==> src/rtl/avr_spi_mstr_xfer_ctrl.sv <==
// ---------------------------------------------------------------------------
// avr_spi_mstr_xfer_ctrl
//
// Master-mode transfer sequencer of the AVR-compatible SPI core (core clock
// domain). A byte written to SPDR is shifted out on MOSI while MISO is shifted
// in. SCK is generated at the SPR/SPI2X rate with CPOL/CPHA timing. The block
// raises SPIF/WCOL/MODF set pulses for the status register logic. It is inert
// unless SPE=1 and MSTR=1; slave transfers live in the SCK-domain logic.
//
// Timing reference: the clock edge that accepts a write starts "cycle 0" of
// the transfer (first cycle with busy=1). SCK edge k (k=1..2*DATA_W) becomes
// visible in cycle k*H, and the one-cycle DONE state (spif_set) is cycle
// 2*DATA_W*H+1.
//
// Ports
//   clk       in   core clock
//   rst       in   asynchronous active-high reset
//   spe       in   SPCR.SPE
//   mstr      in   SPCR.MSTR
//   cpol      in   SPCR.CPOL, SCK idle level
//   cpha      in   SPCR.CPHA, 0 = sample on leading edge, 1 = on trailing edge
//   dord      in   SPCR.DORD, 1 = LSB first
//   spr       in   SPCR.SPR[1:0]
//   spi2x     in   SPSR.SPI2X
//   wr_stb    in   one-cycle SPDR write strobe
//   wr_data   in   byte to send
//   ss_b_i    in   synchronised SS pin; low while master is a mode fault
//   miso_i    in   synchronised MISO pin
//   sck_o     out  SCK pin drive
//   mosi_o    out  MOSI pin drive
//   busy      out  transfer in progress
//   rx_data   out  received byte, valid from the spif_set cycle onward
//   spif_set  out  one-cycle pulse: transfer complete
//   wcol_set  out  one-cycle pulse: write collision
//   modf_set  out  one-cycle pulse: mode fault
// ---------------------------------------------------------------------------
module avr_spi_mstr_xfer_ctrl #(
    parameter int DATA_W = 8,
    parameter int HCNT_W = 7
) (
    input  logic              clk,
    input  logic              rst,
    input  logic              spe,
    input  logic              mstr,
    input  logic              cpol,
    input  logic              cpha,
    input  logic              dord,
    input  logic [1:0]        spr,
    input  logic              spi2x,
    input  logic              wr_stb,
    input  logic [DATA_W-1:0] wr_data,
    input  logic              ss_b_i,
    input  logic              miso_i,
    output logic              sck_o,
    output logic              mosi_o,
    output logic              busy,
    output logic [DATA_W-1:0] rx_data,
    output logic              spif_set,
    output logic              wcol_set,
    output logic              modf_set
);

    // Edge counter must hold 0..2*DATA_W inclusive.
    localparam int ECNT_W = $clog2(2 * DATA_W + 1);
    localparam logic [ECNT_W-1:0] ECNT_ALL  = ECNT_W'(2 * DATA_W);
    // The last odd-numbered completed count: the edge after it is the final one.
    localparam logic [ECNT_W-1:0] ECNT_LAST = ECNT_W'(2 * DATA_W - 1);

    typedef enum logic [1:0] {
        ST_IDLE,
        ST_SHIFT,
        ST_DONE
    } state_t;

    state_t              state_reg;
    state_t              state_next;

    logic [HCNT_W-1:0]   hcnt_reg;     // core clocks elapsed in current half period
    logic [HCNT_W-1:0]   hlim_reg;     // half period minus one, latched at accept
    logic [ECNT_W-1:0]   ecnt_reg;     // SCK edges already generated
    logic [DATA_W-1:0]   tx_sr_reg;    // bits still to be driven
    logic [DATA_W-1:0]   rx_sr_reg;    // bits sampled so far
    logic                sck_reg;
    logic                mosi_reg;
    logic [DATA_W-1:0]   rx_data_reg;
    logic                wcol_reg;
    logic                modf_reg;

    logic                run_ok;
    logic                mode_fault;
    logic                accept;
    logic                half_done;
    logic                all_edges;
    logic                sck_edge;
    logic                next_edge_odd;
    logic                sample_stb;
    logic                drive_stb;

    // Half period minus one, indexed by {spi2x, spr}. H = D/2 with
    // D = 4,16,64,128 (spi2x=0) or 2,8,32,64 (spi2x=1).
    function automatic logic [HCNT_W-1:0] half_m1(input logic [2:0] sel);
        logic [HCNT_W-1:0] r;
        case (sel)
            3'b000:  r = HCNT_W'(1);
            3'b001:  r = HCNT_W'(7);
            3'b010:  r = HCNT_W'(31);
            3'b011:  r = HCNT_W'(63);
            3'b100:  r = HCNT_W'(0);
            3'b101:  r = HCNT_W'(3);
            3'b110:  r = HCNT_W'(15);
            default: r = HCNT_W'(31);
        endcase
        return r;
    endfunction

    // Bit that goes on the wire next.
    function automatic logic first_bit(input logic [DATA_W-1:0] v, input logic lsb_first);
        return lsb_first ? v[0] : v[DATA_W-1];
    endfunction

    // Discard the bit just driven.
    function automatic logic [DATA_W-1:0] tx_shift(input logic [DATA_W-1:0] v,
                                                   input logic lsb_first);
        return lsb_first ? (v >> 1) : (v << 1);
    endfunction

    // Insert a sampled bit so the first bit received lands in the first-bit position.
    function automatic logic [DATA_W-1:0] rx_insert(input logic [DATA_W-1:0] v,
                                                    input logic b,
                                                    input logic lsb_first);
        return lsb_first ? {b, v[DATA_W-1:1]} : {v[DATA_W-2:0], b};
    endfunction

    // ------------------------------------------------------------------
    // Control decode
    // ------------------------------------------------------------------
    always_comb begin
        run_ok        = spe & mstr & ss_b_i;
        mode_fault    = spe & mstr & ~ss_b_i;
        // DONE counts as not busy, so a write there starts the next byte.
        accept        = wr_stb & run_ok & (state_reg != ST_SHIFT);
        half_done     = (hcnt_reg == hlim_reg);
        all_edges     = (ecnt_reg == ECNT_ALL);
        sck_edge      = (state_reg == ST_SHIFT) & run_ok & ~all_edges & half_done;
        // ecnt_reg counts completed edges, so the edge about to happen is
        // odd when ecnt_reg is even.
        next_edge_odd = ~ecnt_reg[0];
        sample_stb    = sck_edge & (cpha ? ~next_edge_odd : next_edge_odd);
        // cpha=0 drives the first bit at accept, then on even edges except the
        // final one; cpha=1 drives on every odd edge.
        drive_stb     = sck_edge & (cpha ? next_edge_odd
                                         : (~next_edge_odd & (ecnt_reg != ECNT_LAST)));
    end

    // ------------------------------------------------------------------
    // FSM
    // ------------------------------------------------------------------
    always_ff @(posedge clk or posedge rst) begin
        if (rst) begin
            state_reg <= ST_IDLE;
        end else begin
            state_reg <= state_next;
        end
    end

    always_comb begin
        state_next = state_reg;
        case (state_reg)
            ST_IDLE: begin
                if (accept) begin
                    state_next = ST_SHIFT;
                end
            end
            ST_SHIFT: begin
                // Loss of SPE/MSTR or a mode fault aborts silently to IDLE.
                if (!run_ok) begin
                    state_next = ST_IDLE;
                end else if (all_edges) begin
                    state_next = ST_DONE;
                end
            end
            ST_DONE: begin
                state_next = accept ? ST_SHIFT : ST_IDLE;
            end
            default: begin
                state_next = ST_IDLE;
            end
        endcase
    end

    // ------------------------------------------------------------------
    // Datapath
    // ------------------------------------------------------------------
    always_ff @(posedge clk or posedge rst) begin
        if (rst) begin
            hcnt_reg    <= '0;
            hlim_reg    <= '0;
            ecnt_reg    <= '0;
            tx_sr_reg   <= '0;
            rx_sr_reg   <= '0;
            sck_reg     <= 1'b0;
            mosi_reg    <= 1'b0;
            rx_data_reg <= '0;
            wcol_reg    <= 1'b0;
            modf_reg    <= 1'b0;
        end else begin
            // Collision only for a write that would otherwise be legal.
            wcol_reg <= wr_stb & run_ok & (state_reg == ST_SHIFT);
            modf_reg <= mode_fault;

            if (accept) begin
                hlim_reg  <= half_m1({spi2x, spr});
                hcnt_reg  <= '0;
                ecnt_reg  <= '0;
                rx_sr_reg <= '0;
                sck_reg   <= cpol;
                if (!cpha) begin
                    mosi_reg  <= first_bit(wr_data, dord);
                    tx_sr_reg <= tx_shift(wr_data, dord);
                end else begin
                    tx_sr_reg <= wr_data;
                end
            end else if ((state_reg == ST_SHIFT) && run_ok) begin
                if (!all_edges) begin
                    if (half_done) begin
                        hcnt_reg <= '0;
                        ecnt_reg <= ecnt_reg + 1'b1;
                        sck_reg  <= ~sck_reg;
                    end else begin
                        hcnt_reg <= hcnt_reg + 1'b1;
                    end
                end
                if (sample_stb) begin
                    rx_sr_reg <= rx_insert(rx_sr_reg, miso_i, dord);
                end
                if (drive_stb) begin
                    mosi_reg  <= first_bit(tx_sr_reg, dord);
                    tx_sr_reg <= tx_shift(tx_sr_reg, dord);
                end
                // Published on entry to DONE so it is valid with spif_set.
                if (all_edges) begin
                    rx_data_reg <= rx_sr_reg;
                end
            end else begin
                // Idle, DONE or abort: SCK parks at CPOL; MOSI holds its last bit.
                sck_reg <= cpol;
            end
        end
    end

    assign sck_o    = sck_reg;
    assign mosi_o   = mosi_reg;
    assign busy     = (state_reg == ST_SHIFT);
    assign rx_data  = rx_data_reg;
    assign spif_set = (state_reg == ST_DONE);
    assign wcol_set = wcol_reg;
    assign modf_set = modf_reg;

endmodule

==> config.mk <==
export PLATFORM = sky130hd
export DESIGN_NAME = avr_spi_mstr_xfer_ctrl
export DESIGN_NICKNAME = d
export VERILOG_FILES = /design/src/rtl/avr_spi_mstr_xfer_ctrl.sv
export SDC_FILE = /design/constraint.sdc
export NUM_CORES = 1
export LEC_CHECK = 0
export BUFFER_PORTS_ARGS = -buffer_cell sky130_fd_sc_hd__buf_2
export CORE_UTILIZATION = 40
export CTS_CLUSTER_SIZE = 28
export DETAILED_ROUTE_END_ITERATION = 8
export PLACE_DENSITY = 0.67
export SYNTH_ARGS = -nofsm -noshare
export SYNTH_HDL_FRONTEND = slang
export SYNTH_SLANG_ARGS = --single-unit
export TNS_END_PERCENT = 50
==> constraint.sdc <==
create_clock -name clk -period 2.5 [get_ports clk]
set_input_delay 0.125 -clock clk [delete_from_list [all_inputs] [get_ports clk]]
set_output_delay 0.125 -clock clk [all_outputs]
set_load 0.03 [all_outputs]
# Word level (Yosys, flattened, before mapping)
# Cells that the tools add are included.
# W data, S select, Z words.
# classes
muxes	36
div	0
mul	0
bitwise	17
n_eq_ne	17
shifts	0
add_sub_neg	2
n_reduce_logical	15
magnitude_cmp	0
# op_table
op	count
$mux W8	10
$pmux W6 S6	1
$mux W7	4
$mux W5	4
$mux W1	13
$and A1 B1 Y1	12
$reduce_and A2 Y1	5
$eq A3 B3 Y1 const B	3
$reduce_and A3 Y1	3
$reduce_bool A2 Y1	4
$add A7 B1 Y7 const B	1
$eq A7 B7 Y1	1
$mux W2	3
$ne A2 B2 Y1 const B	3
$ne A3 B3 Y1 const B	2
$pmux W2 S3	1
$add A5 B1 Y5 const B	1
$eq A5 B5 Y1 const B	1
$ne A5 B4 Y1 const B	1
$not A1 Y1	5
$eq A3 B1 Y1 const B	1
$eq A3 B2 Y1 const B	1
$logic_not A3 Y1	1
$ne A3 B2 Y1 const B	1
5 further kinds	5
# totals
romBits	0
latchBits	0
register_bits	49
ramBits	0
output_inout_bits	14
input_bits	21
mem_count	0

# Depth between registers and ports, before layout
# Gate-level depths: netlist (run 1).
# logic_depth
ltp_word	9
depth_mapped	9
ltp_nobuf	8

# Worst setup path after synthesis (run 1)
# No wires, ideal clock.
# synth_timing
path_type	register to register
from	register ecnt_reg[0]
to	register tx_sr_reg[1]
t_arrival_ps	2125
period_less_slack_ps	2229
path_stages_with_launch	9
path_buffers	1
setup_ps	104
slack_ps	271
cell_sequence	dfrtp_1 -> ha_1 -> and3_1 -> ha_1 -> or3b_1 -> a211oi_1 -> nand3_1 -> clkbuf_1 -> o311ai_1
# synth_via
elab_chain_cells	7
# synth_rtl
element	line	source
from (decl)	80	logic [ECNT_W-1:0] ecnt_reg;
from (signal assigned)	227	ecnt_reg <= ecnt_reg + 1'b1;
$eq A5 B5 Y1	143	all_edges = (ecnt_reg == ECNT_ALL);
$not A1 Y1	144	sck_edge = (state_reg == ST_SHIFT) & run_ok & ~all_edges & half_done;
$and A1 B1 Y1 (2 in series)	144	
$and A1 B1 Y1 *	151	drive_stb = sck_edge & (cpha ? next_edge_odd
$reduce_bool A2 Y1 (no source line) *	n/a	
$reduce_and A2 Y1 (no source line) *	n/a	
to (signal assigned)	219	tx_sr_reg <= tx_shift(wr_data, dord);
to (signal assigned)	221	tx_sr_reg <= wr_data;
to (signal assigned)	238	tx_sr_reg <= tx_shift(tx_sr_reg, dord);
to (decl)	81	logic [DATA_W-1:0] tx_sr_reg;
# Every way passes the cells marked *; elsewhere a longest branch is shown, timed or not.
# A chain may end at the register's enable or synchronous reset.

# Worst setup path after layout (run 1)
# layout_timing
from	register ecnt_reg[1]
to	register tx_sr_reg[7]
# Same word-level chain as after synthesis.

==> results of run 1 <==
[metal layers]
layer,wire length [µm],GRT usage,vias up
li1,-,-,1014
met1,2674,0.2211,1024
met2,2529,0.2631,36
met3,137,0.02770,8
met4,94,0.05547,0
met5,0,0,-
[report_power, final]
group	switching [mW]	internal, mW
Sequential	0.0545	0.838
Clock	0.268	0.296
Combinational	0.155	0.136
[per-stage QoR]
step	util	setup slack, ns
after floorplan	-	0.2712
after global placement	0.4536	0.2346
after global routing	0.4726	0.005677
after detailed placement	0.4536	0.1179
final	0.4726	0.1859
after CTS	0.4726	0.1259
[logic make-up after synthesis]
logic type,count (synthesis)
xor+xnor,9
buf+inv,24
mux,42
fa+ha+maj,4
flops,48
simple gates,100
compound gates,40
[Yosys cell counts (5+ instances only)]
cell,instances,share of area
xnor2_1,5,0.016
clkbuf_1,9,0.013
nor2_1,15,0.021
mux2i_1,21,0.079
nand2_1,38,0.054
o21ai_0,18,0.034
inv_1,10,0.014
nand3_1,19,0.036
dfrtp_1,48,0.45
mux2_2,20,0.085
[worst min-delay path by stage]
stage / cells past startpoint / start / slack, ns / endpoint
3_3_place_gp: 2 / ss_b_i / 0.30 / modf_set
6_report: 2 / spi2x / 0.02 / hlim_reg[0]
4_1_cts: 2 / spi2x / 0.01 / hlim_reg[0]
2_1_floorplan: 1 / ss_b_i / 0.19 / modf_set
3_5_place_dp: 2 / ss_b_i / 0.30 / modf_set
5_1_grt: 2 / spi2x / 0.006 / hlim_reg[0]
[worst max-delay path, delay by kind of cell (launching register included)]
family	cells	cell delay, ns
mux	1	0.35
flops	1	0.42
fa+ha+maj	2	0.37
compound gates	1	0.26
simple gates	4	0.83
[area by class of cell]
class | instances | area, µm²
fillers | 624 | 3368
multi-input cells | 195 | 1346
flip-flops and latches | 48 | 1201
repair buffers | 41 | 225.2
well taps | 77 | 96.34
clock buffers | 5 | 68.82
clock inverters | 3 | 42.54
inverters | 10 | 37.54
[what timing repair did]
action	in CTS	in global routing
endpoints found under the setup margin	0	2
hold endpoints to repair	1	0
hold buffers	1	0
resized for setup	0	2
==> flow_summary.toml, run 1 <==
[global_routing]
grt_pass1_wl_mm = 9.273
grt_pass1_vias = 1996
overflow = 0
grt_max_degree = 49
antenna_found_initial = 0
grt_usage = 0.1626

[sta]
finalSetupViolations = 0
fin_skew_ns = 0.008007
hold_violations = 0
fin_hold_ws_ns = 0.01525
relSlewSlack = 0.3292
final_max_slew_viol_count = 0
timing.setup.tns_ns = 0
fin_crit_sh = 0.9256
grt_setup_unrepaired = "false"
fmax_ghz = 0.4321
period_needed_ns = 2.314
worstMarginPinSlew_ns = 1.005

[final_layout]
postLayoutCellArea_um2 = 3018
area_growth_pct = 13.40
antennaDiodeCount = 0
layout_common_cells = "dfrtp_1, nand2_1, buf_2"
final_nets = 326
layout-drive-gt1-share = 0.2517
final_cells = 379
layout_commonest_cell = "dfrtp_1"

[placed_design]
dpl_cell_area_um2 = 2897
place_congestion = 0.7701
hpwl_mm = 3.915
io_buffers = 34
post-place-cells = 370

[logic_synthesis]
synthMuxAreaShare = 0.1721
synth_compound_area_frac = 0.09685
synth-edff-count = 0
synthCells = 267
synthArstFlopShare = 1.000
synth_nets = 292
yosysUniqueCellTypes = 39
ys_seq_elements = 48
synth_top_family_by_area = "simple AND/OR/NAND/NOR gates"
synthXorXnorAreaFrac = 0.03526
syn_area_um2 = 2661
seq_area_frac_synth = 0.4513
avgSynthCellArea_um2 = 9.967
synthSimpleGateAreaFrac = 0.1829
synth_ff_type = "dfrtp_1"
ys_warn_count = 0
synth_adder_area_share = 0.01881

[clock_tree]
cts_buffer_depth = 2
cts_setup_buffers = 0
clock_latency_ns = 0.30
clkSinkCount = 48
cts_buffers = 5
clk_pin_slew_ns = 0.09
cts_tree = "yes"
cts_root_buffer = "clkbuf_8"
h-tree-depth = 2

[setup_path]
cp.required_ns = 2.70
cpMostUsedCell = "ha_1"
crit_chain = "ha_1, and3_1, ha_1, or3b_1, a211oi_1, nand3_1, nand2_1, mux2_2"
endpoint = "tx_sr_reg[7]"
crit_type = "reg -> reg"
crit_start = "ecnt_reg[1]"
reg2regPathDepth = 8
cp.arrival_ns = 2.51
end_kind = "flop"
crit_path_start_kind = "flop"
max_stage_delay_ns = 0.42
cp_slowest_cell = "dfrtp_1"
path_max_fanout = 4
r2r_end = "tx_sr_reg[7]"
r2r_slack_ns = 0.19
crit-reg2reg-launch = "ecnt_reg[1]"

[min_path]
hold_path_class = "in -> reg"

[detailed_routing]
vias = 2082
ant_nets = 0
viasPerCell = 5.493
drt_iter0_drc = 140
remaining_drc_errors = 0
firstDrtPassIters = 4
wirelength_mm = 5.436
wl_per_cell_um = 14.34

[power]
irDropWorstVdd_mv = 0.2747
p_per_area_nw_per_um2 = 579.3
p_leak_nw = 1.507
p_total_mw = 1.748

[floorplanning]
num_io_pins = 35
dieArea_um2 = 6983
die_w_um = 83.57
core-area_um2 = 6386
rows = 29
start_util = 0.4167
die_h_um = 83.57

[run]
timing.max_cap.violations = 0

[run_status]
status = "complete, no violations"
(Power assumes the default switching activity.)
==> run 2: changes to the inputs <==
--- a/config.mk
+++ b/config.mk
@@ -6,6 +6,7 @@
 export NUM_CORES = 1
 export LEC_CHECK = 0
 export BUFFER_PORTS_ARGS = -buffer_cell sky130_fd_sc_hd__buf_2
+export CORE_MARGIN = 1.5
 export CORE_UTILIZATION = 40
 export CTS_CLUSTER_SIZE = 28
 export DETAILED_ROUTE_END_ITERATION = 8
==> flow_summary.toml, run 2 (synthesized netlist as in run 1, its figures left out) <==
[clock_tree]
cts_buffers = 5
h-tree-depth = 2
clkSinkCount = 48
cts_buffer_depth = 2
clk_pin_slew_ns = 0.10
clock_latency_ns = 0.30
cts_tree = "yes"
cts_setup_buffers = 0
cts_root_buffer = "clkbuf_8"

[final_layout]
area_growth_pct = 14.48
n_fill_cell = 609
final_cells = 382
layout_commonest_cell = "dfrtp_1"
layout-drive-gt1-share = 0.2557
layout_common_cells = "dfrtp_1, nand2_1, buf_2"
antennaDiodeCount = 0
final_nets = 329
multi_input_area_um2 = 1346
final_util = 0.4771
regArea_um2 = 1201

[setup_path]
crit-reg2reg-launch = "ecnt_reg[1]"
crit_type = "reg -> reg"
cp.arrival_ns = 2.55
cp_slowest_cell = "dfrtp_1"
end_kind = "flop"
max_stage_delay_ns = 0.42
cp.required_ns = 2.69
cpMostUsedCell = "ha_1"
crit_start = "ecnt_reg[1]"
r2r_end = "tx_sr_reg[5]"
r2r_slack_ns = 0.14
reg2regPathDepth = 8
endpoint = "tx_sr_reg[5]"
path_max_fanout = 12
crit_chain = "ha_1, and3_1, ha_1, or3b_1, a211oi_1, nand3_1, buf_4, o311ai_0"
crit_path_start_kind = "flop"

[run_status]
status = "complete, no violations"

[detailed_routing]
remaining_drc_errors = 0
wirelength_mm = 5.321
drt_iter0_drc = 107
wl_met3_um = 136
vias = 2036
wl_met1_mm = 2.618
ant_nets = 0
highest_layer = "met4"
dr_wl_met2_mm = 2.483
wl_per_cell_um = 13.93
firstDrtPassIters = 4
viasPerCell = 5.330

[placed_design]
hpwl_mm = 3.932
place_congestion = 0.7599
post-place-ws_ns = 0.1621
post-place-cells = 372
io_buffers = 34

[power]
internal-power_mw = 1.279
irDropWorstVdd_mv = 0.3168
pwr-share-comb = 0.167
swShare = 0.2734
p_clk_frac = 0.326
p_leak_nw = 1.521
seqPwrFrac = 0.508
p_sw_mw = 0.4812
p_per_area_nw_per_um2 = 577.7

[run]
timing.max_cap.violations = 0

[sta]
period_needed_ns = 2.363
relSlewSlack = 0.6096
worstMarginPinSlew_ns = 0.5856
fin_hold_ws_ns = 0.01971
finalSetupViolations = 0
final_max_slew_viol_count = 0
fmax_ghz = 0.4232
grt_setup_unrepaired = "false"
fin_crit_sh = 0.9451
timing.setup.tns_ns = 0
fin_skew_ns = 0.01265
layout_setup_ws_ns = 0.1373
hold_violations = 0

[global_routing]
grt_pass1_vias = 1988
overflow = 0
grt_pass1_wl_mm = 9.232
antenna_found_initial = 0
grt_max_degree = 25
grt_usage = 0.1601

[floorplanning]
die_w_um = 84.57
rows = 29
core-area_um2 = 6386
start_util = 0.4167
num_io_pins = 35
dieArea_um2 = 7151
die_h_um = 84.57

[min_path]
hold_path_class = "in -> reg"
## run 2: cell count changes in the layout (fill, tap and decap cells not counted)
cell	delta
buf_4	+2
clkinv_2	-1
dlygate4sd3_1	+1
inv_6	+1
o311ai_0	+1
o311ai_1	-1
## run 2: final cells by class
| cell class | count | area share |
|---|---|---|
| multi-input cells | 195 | 0.4419 |
| flip-flops and latches | 48 | 0.3943 |
| repair buffers | 44 | 0.08214 |
| well taps | 77 | 0.03162 |
| clock buffers | 5 | 0.02259 |
| clock inverters | 3 | 0.01520 |
| inverters | 10 | 0.01232 |
## run 2: routing by layer
layer / up-vias / global-route usage
li1: 1030 / -
met1: 969 / 0.2196
met2: 31 / 0.2576
met3: 6 / 0.02557
met4: 0 / 0.05718
met5: - / 0
## run 2: worst min path at each step
| stage | slack [ns] | depth (start not counted) | to | from |
|---|---|---|---|---|
| after global placement | 0.04 | 2 | rx_data[6] | rst |
| final | 0.02 | 2 | hlim_reg[0] | spi2x |
| after global routing | 0.02 | 2 | hlim_reg[0] | spi2x |
| after floorplan | 0.19 | 1 | modf_set | ss_b_i |
| after detailed placement | 0.04 | 2 | rx_data[6] | rst |
| after CTS | 0.01 | 2 | hlim_reg[0] | spi2x |
## run 2: per-stage QoR
stage               cell area (µm²)  total power, mW
finish                         3047            1.760
detailed placement             2912            1.202
global route                   3047            1.858
CTS                            3047            1.776
floorplan                      2661            1.116
global placement               2912            1.191
## run 2: power by group through the flow
stage,Clock [mW],Combinational (mW),Sequential (mW)
finish,0.573,0.293,0.894
global route,0.618,0.336,0.904
CTS,0.586,0.296,0.895
detailed placement,0,0.292,0.910
global placement,0,0.283,0.909
floorplan,0,0.210,0.906
## run 2: timing repair
action | in CTS | in global routing
resized for setup | 0 | 1
endpoints found under the hold margin | 8 | 0
endpoints found under the setup margin | 0 | 1
hold buffers | 2 | 0
## run 2: worst max-delay path: cells and delay by family, from the launching register on
family / cells / cell delay, ns
adder cells (fa/ha/maj): 2 / 0.37
buffers and inverters: 1 / 0.22
flip-flops: 1 / 0.42
AO/OA/AOI/OAI: 2 / 0.55
AND/OR/NAND/NOR: 3 / 0.70
==> run 3: changes to the inputs <==
--- a/config.mk
+++ b/config.mk
@@ -7,10 +7,10 @@
 export LEC_CHECK = 0
 export BUFFER_PORTS_ARGS = -buffer_cell sky130_fd_sc_hd__buf_2
 export CORE_MARGIN = 1.5
-export CORE_UTILIZATION = 40
+export CORE_UTILIZATION = 57
 export CTS_CLUSTER_SIZE = 28
 export DETAILED_ROUTE_END_ITERATION = 8
-export PLACE_DENSITY = 0.67
+export PLACE_DENSITY = 0.87
 export SYNTH_ARGS = -nofsm -noshare
 export SYNTH_HDL_FRONTEND = slang
 export SYNTH_SLANG_ARGS = --single-unit
==> flow_summary.toml, run 3 (synthesized netlist as in run 1, its figures left out) <==
[run_status]
status = "complete, no violations"

[power]
p_per_area_nw_per_um2 = 559.1
p_leak_nw = 1.503
irDropWorstVdd_mv = 0.2713
p_total_mw = 1.659

[final_layout]
postLayoutCellArea_um2 = 2968
layout_commonest_cell = "dfrtp_1"
antennaDiodeCount = 0
layout_common_cells = "dfrtp_1, nand2_1, buf_2"
final_nets = 326
area_growth_pct = 11.52
layout-drive-gt1-share = 0.2517

[placed_design]
place_congestion = 0.8122
io_buffers = 34
post-place-ws_ns = 0.1487
hpwl_mm = 3.819
dpl_cell_area_um2 = 2865

[global_routing]
overflow = 0
grt_pass1_vias = 1911
grt_max_degree = 49
grt_usage = 0.2274
antenna_found_initial = 0
grt_pass1_wl_mm = 9.142

[sta]
period_needed_ns = 2.356
grt_setup_unrepaired = "true"
hold_violations = 0
final_max_slew_viol_count = 0
worstMarginPinSlew_ns = 0.9757
fin_skew_ns = 0.009268
layout_setup_ws_ns = 0.1441
fmax_ghz = 0.4245
relSlewSlack = 0.3486
fin_crit_sh = 0.9424
finalSetupViolations = 0

[detailed_routing]
highest_layer = "met4"
ant_nets = 0
wl_met1_mm = 2.355
drt_iter0_drc = 190
wl_met3_um = 200
wl_per_cell_um = 14.97
viasPerCell = 5.864
dr_wl_met2_mm = 2.650
vias = 2076
wirelength_mm = 5.299
remaining_drc_errors = 0
firstDrtPassIters = 5

[setup_path]
crit-reg2reg-launch = "ecnt_reg[1]"
crit_type = "reg -> reg"
r2r_end = "tx_sr_reg[6]"
endpoint = "tx_sr_reg[6]"
cp.arrival_ns = 2.55
cp.required_ns = 2.69
reg2regPathDepth = 8
crit_start = "ecnt_reg[1]"
crit_path_start_kind = "flop"
end_kind = "flop"
r2r_slack_ns = 0.14
path_max_fanout = 12

[clock_tree]
h-tree-depth = 2
cts_buffer_depth = 2
cts_tree = "yes"
clock_latency_ns = 0.30
clkSinkCount = 48
cts_buffers = 5
cts_root_buffer = "clkbuf_8"
cts_setup_buffers = 0
clk_pin_slew_ns = 0.08

[floorplanning]
dieArea_um2 = 5088
die_h_um = 71.33
start_util = 0.6029
core-area_um2 = 4414
rows = 24
num_io_pins = 35
die_w_um = 71.33

[min_path]
hold_path_class = "in -> reg"

[run]
timing.max_cap.violations = 0
## run 3: area by class of cell
| class | count | area, µm² |
|---|---|---|
| clock inverters | 2 | 10.01 |
| fillers | 342 | 1446 |
| flip-flops and latches | 48 | 1201 |
| inverters | 10 | 37.54 |
| well taps | 52 | 65.06 |
| multi-input cells | 195 | 1346 |
| clock buffers | 6 | 82.58 |
| repair buffers | 41 | 225.2 |
## run 3: worst max-delay path, stage by stage, from the launching register on
cell      delay, ns
dfrtp_1        0.42
ha_1           0.21
and3_1         0.19
ha_1           0.17
or3b_1         0.34
a211oi_1       0.23
nand3_1        0.18
buf_4          0.22
o311ai_0       0.29
## run 3: what timing repair did
action                                 in CTS  in global routing
hold buffers                                1                  0
endpoints found under the hold margin       1                  0
setup endpoints to repair                   0                  2
gates resized for setup                     0                  1
## run 3: how the worst min path moves through the flow
| stage | from | to | slack [ns] | cells past startpoint |
|---|---|---|---|---|
| final | spi2x | hlim_reg[0] | 0.02 | 2 |
| after global routing | spi2x | hlim_reg[0] | 0.008 | 2 |
| after CTS | spi2x | hlim_reg[0] | 0.009 | 2 |
| after detailed placement | ss_b_i | modf_set | 0.31 | 2 |
| after global placement | ss_b_i | modf_set | 0.30 | 2 |
| after floorplan | ss_b_i | modf_set | 0.19 | 1 |
## run 3: report_power, final
group | switching, mW | internal (mW)
Sequential | 0.0578 | 0.838
Combinational | 0.155 | 0.136
Clock | 0.251 | 0.221
Total | 0.464 | 1.20
## run 3: stage by stage
step | setup TNS [ns] | util | std cells | hold slack, ns
after global routing | -0.04305 | 0.6723 | 354 | 0.007941
after floorplan | 0 | - | 267 | 0.1905
after CTS | 0 | 0.6723 | 354 | 0.009304
final | 0 | 0.6723 | 354 | 0.01547
after detailed placement | 0 | 0.6491 | 345 | 0.3053
after global placement | 0 | 0.6491 | 345 | 0.3000
## run 3: routing by layer
metal  vias up  global-route usage
li1       1019                   -
met1      1002              0.3159
met2        44              0.3580
met3        11             0.04079
met4         0             0.08805
met5         -                   0
